===== config.mk =====
export PLATFORM = sky130hd
export DESIGN_NAME = mux_sel_arbiter_flat
export DESIGN_NICKNAME = d
export VERILOG_FILES = /design/src/rtl/mux_sel_arbiter_if.sv /design/src/rtl/mux_sel_arbiter.sv /design/src/flat_wrapper.sv
export SDC_FILE = /design/constraint.sdc
export NUM_CORES = 1
export LEC_CHECK = 0
export ABC_CLOCK_PERIOD_IN_PS = 1900
export CAP_MARGIN = 10
export CORE_ASPECT_RATIO = 1.4
export CORE_MARGIN = 2
export CORE_UTILIZATION = 23
export CTS_CLUSTER_DIAMETER = 40
export DETAILED_ROUTE_END_ITERATION = 16
export PLACE_DENSITY = 0.47
export RECOVER_POWER = 100
export SETUP_SLACK_MARGIN = 0.1
export SKIP_CTS_REPAIR_TIMING = 1
export SLEW_MARGIN = 30
export SYNTH_ARGS = -nofsm -noshare
export SYNTH_HDL_FRONTEND = slang
export SYNTH_SLANG_ARGS = --single-unit

===== constraint.sdc =====
create_clock -name clk -period 1.9 [get_ports clk]
set_input_delay 0.19 -clock clk [delete_from_list [all_inputs] [get_ports clk]]
set_output_delay 0.19 -clock clk [all_outputs]
set_load 0.005 [all_outputs]

===== src/rtl/mux_sel_arbiter_if.sv =====
// Request/grant bundle between the two mux sources and the select arbiter.
// The master side raises requests; the slave side (arbiter) drives select and grants.
interface mux_sel_arbiter_if;
    logic req_a;
    logic req_b;
    logic sel;
    logic grant_a;
    logic grant_b;
    logic busy;

    modport master (
        output req_a, req_b,
        input  sel, grant_a, grant_b, busy
    );

    modport slave (
        input  req_a, req_b,
        output sel, grant_a, grant_b, busy
    );
endinterface


===== src/rtl/mux_sel_arbiter.sv =====
// Two-source round-robin arbiter driving a 2:1 mux select, with a guard gap
// between a select change and the new grant, and bounded tenure under contention.
module mux_sel_arbiter #(
    parameter int unsigned MAX_HOLD  = 16,
    parameter int unsigned GUARD_CYC = 1,
    parameter int unsigned CNT_W     = $clog2(MAX_HOLD + 1)
) (
    input  logic              clk,
    input  logic              rst_n,
    mux_sel_arbiter_if.slave  bus
);
    localparam int unsigned GCNT_W = $clog2(GUARD_CYC + 1);

    typedef enum logic [1:0] {IDLE, GUARD, GNT_A, GNT_B} state_e;

    state_e             state_q, state_d;
    logic               sel_q, sel_d;
    logic               grant_a_q, grant_a_d;
    logic               grant_b_q, grant_b_d;
    logic               busy_q, busy_d;
    logic               last_q, last_d;
    logic [CNT_W-1:0]   hold_cnt_q, hold_cnt_d;
    logic [GCNT_W-1:0]  guard_cnt_q, guard_cnt_d;

    logic own_req;
    logic oth_req;
    logic hold_max;

    // sel always names the current target (GUARD) or owner (GNT_x).
    assign own_req  = sel_q ? bus.req_b : bus.req_a;
    assign oth_req  = sel_q ? bus.req_a : bus.req_b;
    assign hold_max = (hold_cnt_q == CNT_W'(MAX_HOLD));

    always_comb begin
        state_d     = state_q;
        sel_d       = sel_q;
        grant_a_d   = grant_a_q;
        grant_b_d   = grant_b_q;
        last_d      = last_q;
        hold_cnt_d  = hold_cnt_q;
        guard_cnt_d = guard_cnt_q;

        case (state_q)
            IDLE: begin
                if (bus.req_a || bus.req_b) begin
                    sel_d       = (bus.req_a && bus.req_b) ? ~last_q : bus.req_b;
                    guard_cnt_d = GCNT_W'(1);
                    state_d     = GUARD;
                end
            end
            GUARD: begin
                if (!own_req) begin
                    if (oth_req) begin
                        sel_d       = ~sel_q;
                        guard_cnt_d = GCNT_W'(1);
                    end else begin
                        state_d = IDLE;
                    end
                end else if (guard_cnt_q == GCNT_W'(GUARD_CYC)) begin
                    state_d    = sel_q ? GNT_B : GNT_A;
                    grant_a_d  = ~sel_q;
                    grant_b_d  = sel_q;
                    hold_cnt_d = CNT_W'(1);
                    last_d     = sel_q;
                end else begin
                    guard_cnt_d = guard_cnt_q + GCNT_W'(1);
                end
            end
            GNT_A, GNT_B: begin
                // Release and preempt share one exit; release wins only in name.
                if (!own_req || (hold_max && oth_req)) begin
                    grant_a_d = 1'b0;
                    grant_b_d = 1'b0;
                    if (oth_req) begin
                        state_d     = GUARD;
                        sel_d       = ~sel_q;
                        guard_cnt_d = GCNT_W'(1);
                    end else begin
                        state_d = IDLE;
                    end
                end else if (!hold_max) begin
                    hold_cnt_d = hold_cnt_q + CNT_W'(1);
                end
            end
            default: begin
                state_d   = IDLE;
                grant_a_d = 1'b0;
                grant_b_d = 1'b0;
            end
        endcase

        busy_d = (state_d != IDLE);
    end

    always_ff @(posedge clk or negedge rst_n) begin
        if (!rst_n) begin
            state_q     <= IDLE;
            sel_q       <= 1'b0;
            grant_a_q   <= 1'b0;
            grant_b_q   <= 1'b0;
            busy_q      <= 1'b0;
            last_q      <= 1'b1;
            hold_cnt_q  <= '0;
            guard_cnt_q <= '0;
        end else begin
            state_q     <= state_d;
            sel_q       <= sel_d;
            grant_a_q   <= grant_a_d;
            grant_b_q   <= grant_b_d;
            busy_q      <= busy_d;
            last_q      <= last_d;
            hold_cnt_q  <= hold_cnt_d;
            guard_cnt_q <= guard_cnt_d;
        end
    end

    assign bus.sel     = sel_q;
    assign bus.grant_a = grant_a_q;
    assign bus.grant_b = grant_b_q;
    assign bus.busy    = busy_q;
endmodule


===== src/flat_wrapper.sv =====
// flat-port wrapper written by rule: the top's interface ports become plain ports
module mux_sel_arbiter_flat 
#(
    parameter int unsigned MAX_HOLD  = 16,
    parameter int unsigned GUARD_CYC = 1,
    parameter int unsigned CNT_W     = $clog2(MAX_HOLD + 1)
)
  (clk, rst_n, bus_req_a, bus_req_b, bus_sel, bus_grant_a, bus_grant_b, bus_busy);
  mux_sel_arbiter_if bus_i ();
  input  logic clk;
  input  logic rst_n;
  input wire logic [$bits(bus_i.req_a)-1:0] bus_req_a;
  input wire logic [$bits(bus_i.req_b)-1:0] bus_req_b;
  output wire logic [$bits(bus_i.sel)-1:0] bus_sel;
  output wire logic [$bits(bus_i.grant_a)-1:0] bus_grant_a;
  output wire logic [$bits(bus_i.grant_b)-1:0] bus_grant_b;
  output wire logic [$bits(bus_i.busy)-1:0] bus_busy;
  assign bus_i.req_a = bus_req_a;
  assign bus_i.req_b = bus_req_b;
  assign bus_sel = bus_i.sel;
  assign bus_grant_a = bus_i.grant_a;
  assign bus_grant_b = bus_i.grant_b;
  assign bus_busy = bus_i.busy;
  mux_sel_arbiter #(.MAX_HOLD(MAX_HOLD), .GUARD_CYC(GUARD_CYC), .CNT_W(CNT_W)) u_core (.clk(clk), .rst_n(rst_n), .bus(bus_i));
endmodule

---- Word level (Yosys, flattened, before mapping) ----
Cells that the tools add are included.
storage, ports and cells
  output and inout port bits .............. 4
  register bits after elaboration ......... 13
  word-level logic and storage cells ...... 71
operators by class
  add/subtract/negate cells ............... 2
  reduce and logical (&&, ||, !) cells .... 14
  equality and inequality tests ........... 11
  mux-type cells .......................... 34
  bitwise operators ....................... 2
operators by type and width
  kind                                                    count
  two-way mux 5 bit                                       4
  two-way mux 1 bit                                       19
  two-way mux 2 bit                                       5
  one-hot mux 5 bit (2 select lines)                      1
  inequality test 2 x 1 -> 1 bit (second input constant)  4
  inequality test 2 bit (second input constant)           3
  one-hot mux 1 bit (3 select lines)                      2
  one-hot mux 2 bit (3 select lines)                      1
  AND reduction 3 bit                                     2
  adder 5 x 1 -> 5 bit (second input constant)            1
  == test 5 bit (second input constant)                   1
  AND reduction 5 bit                                     1
  == test 2 bit (second input constant)                   2
  one-hot mux 1 bit (2 select lines)                      2
  AND reduction 4 bit                                     1
  nonzero test 2 bit                                      2
  == test 2 x 1 -> 1 bit (second input constant)          1
  logical AND 1 bit                                       2
  logical NOT 2 bit                                       1
  logical OR 1 bit                                        2
  NOT 1 bit                                               2
  AND reduction 2 bit                                     1
  OR reduction 2 bit                                      1
  adder 1 bit (second input constant)                     1
  logical NOT 1 bit                                       1

---- Logic depth before layout (Yosys ltp) ----
Gate-level depths: netlist of run 1.
  word-level depth ........................ 6
  gate-level depth with buffers ........... 5

---- Worst setup path before layout of run 1 ----
No wires, ideal clock.
  kind .................................... reg2reg
  from .................................... register u_core.hold_cnt_q[0]
  to ...................................... register u_core.hold_cnt_q[2]
  cell stages (with the launch flop) ...... 6
  data arrival time ....................... 1.330 ns
  period minus slack after synthesis ...... 1.416 ns
  buffers on the path ..................... 0
  setup time .............................. 0.087 ns
  path slack .............................. 0.484 ns
  cell sequence ........................... dfrtp_1 inv_1 ha_1 nor4bb_4 or4_1 o211ai_1
on the way
  longest elaborated chain between the ends .. 5
  elaborated cells between the ends (all ways) .. 10
  those cells by class .................... 1 x add/sub; 3 x eq/ne; 3 x mux; 3 x reduce/logical
ends and longest elaborated chain
  item                                                          line                    RTL
  start, declared                                               mux_sel_arbiter.sv:22   logic [CNT_W-1:0] hold_cnt_q, hold_cnt_d;
  start signal, assigned                                        mux_sel_arbiter.sv:112  hold_cnt_q <= hold_cnt_d;
  branches (longest 5 deep; another with adder 5 x 1 -> 5 bit)  n/a
Parallel ways; which one is timed is not known. The select of a mux whose other input is x is not followed.
A chain may end at the register's enable or synchronous reset.

---- Worst setup path after layout of run 1 ----
  from .................................... input bus_req_b
  to ...................................... register u_core.sel_q, in the netlist u_core.bus.sel
on the way
  longest elaborated chain between the ends .. 5
  elaborated cells between the ends (all ways) .. 17
  those cells by class .................... 3 x eq/ne; 8 x mux; 6 x reduce/logical
ends and longest elaborated chain
  item                                                           line                                          RTL
  start, declared                                                flat_wrapper.sv:13                            input wire logic [$bits(bus_i.req_b)-1:0] bus_req_b;
  two-way mux 1 bit (on tied branches)                           mux_sel_arbiter.sv:30, mux_sel_arbiter.sv:31
  logical NOT 1 bit / logical AND 1 bit (equally long branches)  n/a
  logical OR 1 bit                                               mux_sel_arbiter.sv:71                         if (!own_req || (hold_max && oth_req)) begin
  inequality test 2 x 1 -> 1 bit (no source line)                n/a
  AND reduction 3 bit (no source line)                           n/a
  end signal, assigned                                           mux_sel_arbiter.sv:107                        sel_q <= sel_d;
  end, declared                                                  mux_sel_arbiter.sv:17                         logic sel_q, sel_d;
Parallel ways exist; a longest one is shown, timed or not. The select of a mux whose other input is x is not followed.

==> impl_metrics.py, run 1 <==
metrics = {
    "run_status": {
        "status": "completed",
    },
    "critical_path": {
        "reg2reg_to": "u_core.state_q[0]",
        "cp-end-kind": "flop",
        "worst_setup_path_start_kind": "input pin",
        "r2r_start": "u_core.hold_cnt_q[0]",
        "slowest_delay_ns": 0.54,
        "worstSetupPathType": "in -> reg",
        "critPathBufInv": 3,
        "critPathMaxFanout": 12,
        "required_ns": 2.06,
        "r2r_setup_slack_ns": 0.30,
        "crit_family": "buffers and inverters",
        "arrival_ns": 1.83,
        "ff2ff_path_depth": 5,
        "path_cells": "dlygate4sd3_1 > clkbuf_1 > inv_1 > or4_1 > o211ai_1",
        "cp_slowest_cell": "dlygate4sd3_1",
        "startpoint": "bus_req_b",
    },
    "floorplanning": {
        "ios": 8,
        "start_util_pct": 23.89,
        "dieArea_sq_mm": 0.003971,
        "core_region_area_sq_mm": 0.003347,
        "row_count": 25,
        "die_w_um": 53.83,
        "fp.dieH_um": 73.76,
    },
    "drt": {
        "wire_per_inst_um": 13.18,
        "drc": 0,
        "detail-route-antenna-nets": 0,
        "firstDrtPassIters": 4,
        "drtIter0Drc": 34,
        "viasPerCell": 5.030,
        "num_vias": 679,
        "finalWirelength_um": 1779,
    },
    "clock_network": {
        "cts_tree": "done",
        "cts_buffer_depth": 2,
        "path_clk_slew_ns": 0.06,
        "numCtsBuffers": 3,
        "cts.sinks": 13,
        "cts_max_level": 1,
        "clk_latency_ns": 0.24,
        "clockRootBuffer": "clkbuf_8",
    },
    "timing": {
        "rsz0062_at_grt": "no",
        "whs_ns": 0.4099,
        "layout_min_cycle_time_ns": 1.669,
        "fmaxAchievable_ghz": 0.5993,
        "slew_headroom_pct": 56.85,
        "setup_tns_ns": 0,
        "skew_ns": 0.004074,
        "period_share_pct": 87.82,
        "hold_viol_final": 0,
        "drv_slew": 0,
        "tightestPinTransition_ns": 0.6452,
        "setup_viol": 0,
    },
    "logic_synthesis": {
        "synth_warnings": 0,
        "synth_ff_type": "dfrtp_1",
        "avgSynthCellArea_sq_um": 9.518,
        "synth_cell_types": 36,
        "async_flop_share_pct": 100.0,
        "synth_edf_count": 0,
        "mappedNetlistArea_sq_um": 799.5,
        "synthCells": 84,
        "syn_nets": 90,
        "yosysSeqAreaShare_pct": 40.85,
        "ys_seq_elements": 13,
    },
    "placed_design": {
        "dp_cells": 131,
        "io_buffers": 7,
        "gp_congestion": 0.7355,
        "place.detailed.hpwl_um": 1281,
    },
    "pwr": {
        "power.leakage_nw": 0.3814,
        "pwr_density_cell_mw_per_mm2": 1344,
        "ir_drop_uv": 656.4,
    },
    "global_routing": {
        "grt_pass1_vias": 679,
        "grt_pass1_wl_um": 3243,
        "grtUsageTotal_pct": 11.40,
        "grt_remaining_overflow": 0,
        "grt_max_degree": 19,
        "antenna_found_initial": 0,
    },
    "flow_run": {
        "maxCapViolCount": 0,
    },
    "finish": {
        "filler_cell_count": 346,
        "diodes": 0,
        "final_cell_mix": "12 x dfrtp_1, 9 x nand2_1, 7 x o21ai_0, 7 x nand3_1, 5 x dlygate4sd3_1",
        "areaGrowthSynthToFinish_pct": 20.66,
        "seq_area_sq_um": 326.6,
        "final_util_pct": 28.82,
        "drive_above_1_share_pct": 10.53,
        "stdcell_count": 135,
        "final_common_cell": "dfrtp_1",
        "multi_input_area_sq_um": 429.2,
        "fin_nets": 102,
    },
    "worst_hold_path": {
        "min_path_type": "in -> async",
    },
}
[sequential cells by signal, indices dropped and copies added (netlist names)]
| signal | count |
|---|---|
| u_core.guard_cnt_q | 1 |
| u_core.last_q | 1 |
| u_core.bus.busy | 1 |
| u_core.state_q | 2 |
| u_core.bus.grant_a | 1 |
| u_core.bus.sel | 1 |
| u_core.bus.grant_b | 1 |
| u_core.hold_cnt_q | 5 |
[worst reg2reg max path, cell delays in order (launching register included)]
cell      delay, ns
dfrtp_1        0.40
inv_1          0.09
ha_1           0.18
nor4bb_4       0.45
o22ai_1        0.15
a211oi_1       0.24
[how the worst max path moves through the flow]
stage                            to  slack (ns)  cells past startpoint
2_1_floorplan  u_core.hold_cnt_q[2]        0.48                      5
3_3_place_gp         u_core.bus.sel        0.32                      5
3_5_place_dp      u_core.state_q[0]        0.29                      5
4_1_cts           u_core.state_q[0]        0.27                      5
5_1_grt              u_core.bus.sel        0.11                      5
6_report             u_core.bus.sel        0.23                      5
[stage by stage]
step | setup WS [ns] | total power [mW] | cell area (sq um)
finish | 0.2314 | 1.297 | 964.7
global route | 0.1114 | 1.413 | 964.7
CTS | 0.2737 | 1.334 | 974.7
detailed placement | 0.2896 | 1.071 | 928.4
global placement | 0.3179 | 1.060 | 928.4
floorplan | 0.4836 | 0.8823 | 799.5
[cell usage after synthesis, drive strengths merged, types with 2 or more instances]
cell type / n / area, sq um
a211oi: 2 / 15.01
a21oi: 4 / 20.02
buf: 4 / 25.02
dfrtp: 12 / 300.3
ha: 2 / 25.02
inv: 4 / 15.01
nand2: 9 / 33.78
nand3: 7 / 35.03
nand3b: 3 / 22.52
nor2b: 2 / 12.51
o211ai: 3 / 22.52
o21ai: 7 / 35.03
o22ai: 2 / 12.51
or4: 2 / 15.01
[where the power goes]
group          total (mW)  internal [mW]  switching, mW
logic               0.547          0.267          0.280
registers           0.499          0.384          0.114
clock network       0.251          0.145          0.106
[routing by layer]
metal | vias up | share of wire [%] | GRT usage (%)
li1 | 341 | - | -
met1 | 315 | 43 | 14.16
met2 | 19 | 51 | 18.43
met3 | 4 | 3.7 | 1.829
met4 | 0 | 2.3 | 5.983
met5 | - | 0 | 0
[logic make-up after synthesis]
kind of cell,after synthesis,share of synthesized area (%)
DFF,13,40.85
adders and majority gates,2,3.129
xor gates and xnor gates,1,1.096
and+or+nand+nor,31,25.35
buffers and inverters,9,5.476
AOI/OAI and AO/OA,26,21.44
muxes,2,2.660
[layout make-up]
class,count,share of cell area (%)
flip-flops and latches,13,33.85
multi-input cells,62,44.49
clock inverters,1,0.5188
well taps,40,5.188
inverters,4,1.556
repair buffers,12,10.12
clock buffers,3,4.280
Power figures use the tool's default switching activity.
==> run 2, diff against run 1 <==
CAP_MARGIN = 20   (was 10)
CTS_BUF_LIST = sky130_fd_sc_hd__clkbuf_8   (was default)
==> results of run 2 <==
No change in the layout: final DEF, timing and power equal those of run 1.
